`src/rtl/i2c_types_pkg.sv`:
```
// Shared types for the I2C byte master: command codes, FSM states and
// the SCL/SDA level table for each command phase.
package i2c_types_pkg;

  localparam int unsigned CLK_DIV_DEFAULT = 32'd250;

  typedef enum logic [2:0] {
    CMD_START     = 3'd0,
    CMD_STOP      = 3'd1,
    CMD_WRITE     = 3'd2,
    CMD_READ_ACK  = 3'd3,
    CMD_READ_NACK = 3'd4
  } i2c_cmd_t;

  typedef enum logic [2:0] {
    ST_IDLE  = 3'd0,
    ST_START = 3'd1,
    ST_WRITE = 3'd2,
    ST_READ  = 3'd3,
    ST_STOP  = 3'd4
  } i2c_state_t;

  // Returns {scl, sda} for a state and quarter phase; cell_bit is the data-cell SDA level.
  function automatic logic [1:0] bus_levels(input i2c_state_t st, input logic [1:0] ph,
                                            input logic cell_bit);
    logic [1:0] lv;
    case (st)
      ST_START: lv = {(ph < 2'd2), (ph == 2'd0)};
      ST_STOP:  lv = {(ph != 2'd0), (ph >= 2'd2)};
      ST_WRITE,
      ST_READ:  lv = {((ph == 2'd1) || (ph == 2'd2)), cell_bit};
      default:  lv = 2'b11;
    endcase
    return lv;
  endfunction

endpackage

```
`src/rtl/i2c_quarter_timer.sv`:
```
// Quarter-period timer: reloads on load, freezes while hold is high and
// emits a registered one-cycle tick each time the count expires.
module i2c_quarter_timer #(
  parameter int unsigned CLK_DIV = 32'd250
) (
  input  logic clk_i,
  input  logic rst_i,
  input  logic load,
  input  logic hold,
  output logic tick
);

  localparam logic [15:0] RELOAD = 16'(CLK_DIV - 32'd1);

  logic [15:0] count_r;
  logic        tick_r;

  // Down-counter with load priority over hold.
  always_ff @(posedge clk_i) begin
    if (!rst_i) begin
      count_r <= 16'd0;
      tick_r  <= 1'b0;
    end else if (load) begin
      count_r <= RELOAD;
      tick_r  <= 1'b0;
    end else if (hold) begin
      count_r <= count_r;
      tick_r  <= 1'b0;
    end else if (count_r == 16'd0) begin
      count_r <= RELOAD;
      tick_r  <= 1'b1;
    end else begin
      count_r <= count_r - 16'd1;
      tick_r  <= 1'b0;
    end
  end

  assign tick = tick_r;

endmodule

```
`src/rtl/i2c_byte_master.sv`:
```
// Single-master I2C byte engine: START / STOP / WRITE / READ commands on an
// open-drain bus, with clock stretching and write-side arbitration detection.
module i2c_byte_master
  import i2c_types_pkg::*;
#(
  parameter int unsigned CLK_DIV = CLK_DIV_DEFAULT
) (
  input  logic       clk_i,
  input  logic       rst_i,
  input  i2c_cmd_t   cmd_i,
  input  logic       cmd_valid_i,
  output logic       cmd_ready_o,
  input  logic [7:0] wdata_i,
  output logic [7:0] rdata_o,
  output logic       done_o,
  output logic       nack_o,
  output logic       arb_lost_o,
  output logic       bus_busy_o,
  input  logic       scl_i,
  input  logic       sda_i,
  output logic       scl_o,
  output logic       sda_o
);

  i2c_state_t  state_r, state_next_s;
  logic [1:0]  phase_r;
  logic [3:0]  bit_idx_r;
  logic [7:0]  shift_r, rdata_r;
  logic        read_ack_r, nack_r;
  logic        scl_r, sda_r, ready_r, done_r, arb_r, busy_r;
  logic        scl_s, sda_s, done_s, busy_s, cell_bit_s;
  logic        accept_s, tick_s, stretch_s, hold_s, sample_s, cmd_end_s, arb_s;
  logic [2:0]  bit_sel_s;

  assign accept_s  = cmd_valid_i && (state_r == ST_IDLE);
  assign stretch_s = (state_r != ST_IDLE) && ((phase_r == 2'd1) || (phase_r == 2'd2))
                     && scl_r && !scl_i;
  assign hold_s    = (state_r == ST_IDLE) || stretch_s;
  assign sample_s  = tick_s && (phase_r == 2'd1);
  // Start/stop end after one cell; byte commands after the ninth (ACK) cell.
  assign cmd_end_s = tick_s && (phase_r == 2'd3) &&
                     ((state_r == ST_START) || (state_r == ST_STOP) || (bit_idx_r == 4'd0));
  assign arb_s     = sample_s && (state_r == ST_WRITE) && (bit_idx_r != 4'd0) && sda_r && !sda_i;
  assign bit_sel_s = 3'(bit_idx_r - 4'd1);

  i2c_quarter_timer #(.CLK_DIV(CLK_DIV)) u_timer (
    .clk_i (clk_i),
    .rst_i (rst_i),
    .load  (accept_s),
    .hold  (hold_s),
    .tick  (tick_s)
  );

  // FSM state register.
  always_ff @(posedge clk_i) begin
    if (!rst_i) state_r <= ST_IDLE;
    else        state_r <= state_next_s;
  end

  // FSM next-state logic.
  always_comb begin
    state_next_s = state_r;
    case (state_r)
      ST_IDLE: begin
        if (cmd_valid_i) begin
          case (cmd_i)
            CMD_START:     state_next_s = ST_START;
            CMD_STOP:      state_next_s = ST_STOP;
            CMD_WRITE:     state_next_s = ST_WRITE;
            CMD_READ_ACK,
            CMD_READ_NACK: state_next_s = ST_READ;
            default:       state_next_s = ST_IDLE;
          endcase
        end else begin
          state_next_s = ST_IDLE;
        end
      end
      ST_START, ST_STOP, ST_WRITE, ST_READ: begin
        if (arb_s || cmd_end_s) state_next_s = ST_IDLE;
        else                    state_next_s = state_r;
      end
      default: state_next_s = ST_IDLE;
    endcase
  end

  // SDA level for the current bit cell.
  always_comb begin
    cell_bit_s = 1'b1;
    if (state_r == ST_WRITE) begin
      if (bit_idx_r != 4'd0) cell_bit_s = shift_r[bit_sel_s];
      else                   cell_bit_s = 1'b1;
    end else if (state_r == ST_READ) begin
      if (bit_idx_r != 4'd0) cell_bit_s = 1'b1;
      else                   cell_bit_s = ~read_ack_r;
    end else begin
      cell_bit_s = 1'b1;
    end
  end

  // FSM outputs; lines keep their last level while idle so SCL stays held between commands.
  always_comb begin
    scl_s  = scl_r;
    sda_s  = sda_r;
    done_s = 1'b0;
    busy_s = busy_r;
    if (arb_s) begin
      scl_s  = 1'b1;
      sda_s  = 1'b1;
      busy_s = 1'b0;
    end else if (state_r != ST_IDLE) begin
      {scl_s, sda_s} = bus_levels(state_r, phase_r, cell_bit_s);
      if (cmd_end_s) begin
        done_s = 1'b1;
        if (state_r == ST_START)     busy_s = 1'b1;
        else if (state_r == ST_STOP) busy_s = 1'b0;
        else                         busy_s = busy_r;
      end else begin
        done_s = 1'b0;
      end
    end else begin
      scl_s = scl_r;
      sda_s = sda_r;
    end
  end

  // Phase/bit sequencing, data shifting and result capture.
  always_ff @(posedge clk_i) begin
    if (!rst_i) begin
      phase_r    <= 2'd0;
      bit_idx_r  <= 4'd8;
      shift_r    <= 8'h00;
      read_ack_r <= 1'b0;
      rdata_r    <= 8'h00;
      nack_r     <= 1'b0;
    end else if (accept_s) begin
      phase_r    <= 2'd0;
      bit_idx_r  <= 4'd8;
      shift_r    <= wdata_i;
      read_ack_r <= (cmd_i == CMD_READ_ACK);
    end else if (state_r != ST_IDLE) begin
      if (sample_s && (state_r == ST_READ) && (bit_idx_r != 4'd0))
        shift_r <= {shift_r[6:0], sda_i};
      if (sample_s && (state_r == ST_WRITE) && (bit_idx_r == 4'd0))
        nack_r <= sda_i;
      if (cmd_end_s && (state_r == ST_READ))
        rdata_r <= shift_r;
      if (tick_s) begin
        phase_r <= phase_r + 2'd1;
        if ((phase_r == 2'd3) && (bit_idx_r != 4'd0)) bit_idx_r <= bit_idx_r - 4'd1;
      end
    end
  end

  // Registered outputs.
  always_ff @(posedge clk_i) begin
    if (!rst_i) begin
      scl_r   <= 1'b1;
      sda_r   <= 1'b1;
      ready_r <= 1'b1;
      done_r  <= 1'b0;
      arb_r   <= 1'b0;
      busy_r  <= 1'b0;
    end else begin
      scl_r   <= scl_s;
      sda_r   <= sda_s;
      ready_r <= (state_next_s == ST_IDLE);
      done_r  <= done_s;
      arb_r   <= arb_s;
      busy_r  <= busy_s;
    end
  end

  assign scl_o       = scl_r;
  assign sda_o       = sda_r;
  assign cmd_ready_o = ready_r;
  assign done_o      = done_r;
  assign arb_lost_o  = arb_r;
  assign bus_busy_o  = busy_r;
  assign rdata_o     = rdata_r;
  assign nack_o      = nack_r;

endmodule

```
`config.mk`:
```
export PLATFORM = sky130hd
export DESIGN_NAME = i2c_byte_master
export DESIGN_NICKNAME = d
export VERILOG_FILES = /design/src/rtl/i2c_types_pkg.sv /design/src/rtl/i2c_quarter_timer.sv /design/src/rtl/i2c_byte_master.sv
export SDC_FILE = /design/constraint.sdc
export NUM_CORES = 1
export LEC_CHECK = 0
export ABC_CLOCK_PERIOD_IN_PS = 2200
export BUFFER_PORTS_ARGS = -buffer_cell sky130_fd_sc_hd__buf_2
export CORE_MARGIN = 2
export CORE_UTILIZATION = 40
export CTS_CLUSTER_DIAMETER = 120
export CTS_CLUSTER_SIZE = 8
export DETAILED_ROUTE_END_ITERATION = 8
export PLACE_DENSITY = 0.64
export SKIP_CTS_REPAIR_TIMING = 1
export SLEW_MARGIN = 20
export SYNTH_ARGS = -nofsm -noshare
export SYNTH_HDL_FRONTEND = slang
export SYNTH_SLANG_ARGS = --single-unit
```
`constraint.sdc`:
```
create_clock -name clk_i -period 2.2 [get_ports clk_i]
set_input_delay 0.11 -clock clk_i [delete_from_list [all_inputs] [get_ports clk_i]]
set_output_delay 0.11 -clock clk_i [all_outputs]
set_load 0.005 [all_outputs]
```
==> run_results.csv <==
group,metric,value,unit
synthesis,muxShareOfSynthArea,6.259,%
timing,slew_headroom,67.64,%
setup_path,r2r_cells,6,
grt,grt_pass1_vias,2145,
timing,maxSlewViolCount,0,
grt,grt_pass1_wl,10440,µm
synthesis,synth_simple_gate_area_share,27.86,%
setup_path,startpoint,"bit_idx_r[0]$_SDFFE_PP0P_",
setup_path,ff2ff_setup_slack,0.15,ns
timing,setup_viol,0,
drt,drt_first_pass_iters,4,
worst_hold_path,hp-start,"wdata_i[7]",
drt,vias_per_cell,5.601,
floorplanning,fp.dieW,85.53,µm
timing,max_freq,487.9,MHz
pwr,finalPower,2.326,mW
drt,ant_nets,0,
setup_path,timing.rr.start,"bit_idx_r[0]$_SDFFE_PP0P_",
clock_tree,numCtsBuffers,5,
synthesis,synth_flop_cell,"dfxtp_1",
grt,antenna_found_initial,0,
clock_tree,cts_num_sinks,50,
flow_run,maxCapViolations,0,
finish,syn2layout_area_growth,14.02,%
synthesis,synth_seq_cells,50,
synthesis,syn_area_per_cell,8.863,µm²
timing,period_needed,2.050,ns
synthesis,synth_edf_count,0,
timing,worstMarginPinSlew,0.4818,ns
clock_tree,clkTransAtPathRegs,0.10,ns
synthesis,synthArstFlopShare,0,%
setup_path,startpoint_type,"register",
place,io_buffers,30,
synthesis,ys_types,62,
pwr,power.density,767.2,mW/mm²
setup_path,crit_type,"reg2reg",
setup_path,crit_required,2.40,ns
synthesis,yosys.area_share.adder,3.294,%
timing,finalSetupTns,0,ns
drt,drc,0,
setup_path,worstPathCellList,"inv_1 -> ha_1 -> mux4_2 -> mux2_2 -> nor4_1 -> nor3_1",
setup_path,critPathMaxStageDelay,0.52,ns
synthesis,ys_warn_count,0,
drt,drt_iter0_drc,142,
floorplanning,row_count,29,
timing,hold_viol,0,
synthesis,syn-num-nets,323,
place,place_hpwl,4233,µm
drt,dr_total_vias,2302,
pwr,ir_drop,329.3,µV
synthesis,seq_area_frac_synth,37.65,%
drt,drt_wl_total,5965,µm
synthesis,synth.top_cell.area_share,37.65,%
clock_tree,clkLatencyLatePin,0.31,ns
run_status,status,"finished, final reports clean",
finish,nFillCells,636,
timing,finClkSkew,0.01368,ns
grt,grt.total_usage,17.42,%
setup_path,worstPathMaxFanout,5,
setup_path,cp.arrival,2.25,ns
finish,nets,356,
clock_tree,ctsRootBufferMaster,"clkbuf_8",
pwr,p_leak,1.200,nW
synthesis,synth_top_family_by_area,"simple AND/OR/NAND/NOR gates",
setup_path,rr_endpoint,"sda_o$_SDFFE_PP1N_",
floorplanning,coreArea,0.006386,mm²
floorplanning,die_height,85.53,µm
worst_hold_path,hold_class,"in2reg",
drt,wl_per_cell,14.51,µm
setup_path,crit_path_end,"sda_o$_SDFFE_PP1N_",
place,globalplace.congestion,0.8702,
floorplanning,die_area,0.007315,mm²
synthesis,synth_top_cell_by_area,"dfxtp_1",
clock_tree,cts_tree,"done",
finish,diodes,0,
clock_tree,cts_buffer_depth,2,
floorplanning,io_pins,31,
setup_path,critPathCaptureType,"register",
synthesis,synth-compound-area-share,18.64,%
timing,rsz0062_at_grt,"no",
synthesis,netlist_instances,300,
timing,post-route-period-util,93.17,%
setup_path,critPathSlowestCell,"mux4_2",
synthesis,synth_area_leaders,"dfxtp_1, mux2i_1, o21ai_0",
synthesis,synth_area,0.002659,mm²
finish,drive_gt1_share,21.26,%
grt,grt.overflow.total,0,
grt,grt_max_degree,31,
clock_tree,htreeDepth,2,
floorplanning,start_util,41.63,%
synthesis,synthXorXnorAreaFrac,1.976,%
## final cells by class
type                            instances  area [µm²]  share of cell area (%)
Tap cell                               77       96.34                   3.178
Clock buffer                            6       82.58                   2.724
Timing Repair Buffer                   42       240.2                   7.924
Sequential cell                        50        1001                   33.02
Multi-Input combinational cell        226        1543                   50.89
Inverter                                8       30.03                  0.9905
Clock inverter                          2       38.79                   1.279
## per-layer routing
| metal | part of all wire (%) | global-route usage, % | vias to the layer above |
|---|---|---|---|
| li1 | - | - | 1171 |
| met1 | 49 | 24.67 | 1072 |
| met2 | 45 | 26.85 | 53 |
| met3 | 4.5 | 3.561 | 6 |
| met4 | 1.1 | 5.195 | 0 |
| met5 | 0 | 0 | - |
## state kept, by name (all words and copies together) (netlist names), 2 cells and up
name / flops
state_r: 3
shift_r: 8
bit_idx_r: 4
u_timer.count_r: 16
phase_r: 2
rdata_o: 8
## through the flow
stage	cell area, µm²	util, %	hold WS, ns	worst slack (ns)	instances
floorplan	2659	-	0.2508	0.3254	300
global placement	2903	45.45	0.4201	0.2299	402
detailed placement	2903	45.45	0.4195	0.09123	402
CTS	3024	47.36	0.08989	0.06384	410
global route	3032	47.47	0.1092	0.01839	411
finish	3032	47.47	0.09811	0.1502	411
## power breakdown
part	total [mW]	internal (mW)	switching (mW)
combinational	0.557	0.245	0.312
clock	0.698	0.374	0.324
sequential	1.07	0.976	0.0953
total	2.33	1.60	0.731
## worst min path at each step
| stage | end | slack [ns] | cells past startpoint |
|---|---|---|---|
| 6_report | shift_r[7]$_SDFFE_PN0P_ | 0.1 | 3 |
| 3_3_place_gp | nack_o$_SDFFE_PN0P_ | 0.42 | 3 |
| 4_1_cts | shift_r[7]$_SDFFE_PN0P_ | 0.09 | 3 |
| 2_1_floorplan | state_r[0]$_SDFF_PN0_ | 0.25 | 2 |
| 3_5_place_dp | shift_r[7]$_SDFFE_PN0P_ | 0.42 | 3 |
| 5_1_grt | state_r[1]$_SDFF_PN0_ | 0.11 | 3 |
## kinds of logic after synthesis
group / after synthesis
flops: 50
buf+inv: 24
simple gates: 123
mux: 14
fa+ha+maj: 7
compound gates: 76
xor+xnor: 6
## layout by cell type, fill, tap and decap left out, types with 12 or more instances in the layout
cell     instances
a21oi_1         13
buf_2           30
buf_4           12
dfxtp_1         50
nand2_1         25
nor2_1          14
nor2b_1         14
nor3_1          18
o21ai_0         20
## critical path: cells and delay by family (launching register included)
| kind | cells | cell delay [ns] |
|---|---|---|
| buf+inv | 1 | 0.06 |
| fa+ha+maj | 1 | 0.36 |
| mux | 2 | 0.81 |
| flops | 1 | 0.42 |
| simple gates | 2 | 0.28 |
## synthesized netlist by cell type, types with 3 or more instances
| master | n |
|---|---|
| a211oi_1 | 4 |
| a21oi_1 | 13 |
| nand4b_1 | 3 |
| ha_1 | 7 |
| mux2i_1 | 11 |
| nand3_1 | 11 |
| a31oi_1 | 8 |
| o21ai_0 | 20 |
| nor2_1 | 14 |
| clkbuf_1 | 11 |
| a2111oi_0 | 3 |
| o31ai_1 | 5 |
| a211o_1 | 3 |
| inv_1 | 8 |
| dfxtp_1 | 50 |
| a21boi_0 | 4 |
| buf_6 | 3 |
| nor4_1 | 4 |
| xnor2_1 | 4 |
| nor2b_1 | 14 |
| nand2_1 | 25 |
| nor3_1 | 18 |
| or3_1 | 3 |
(Power assumes the default switching activity.)
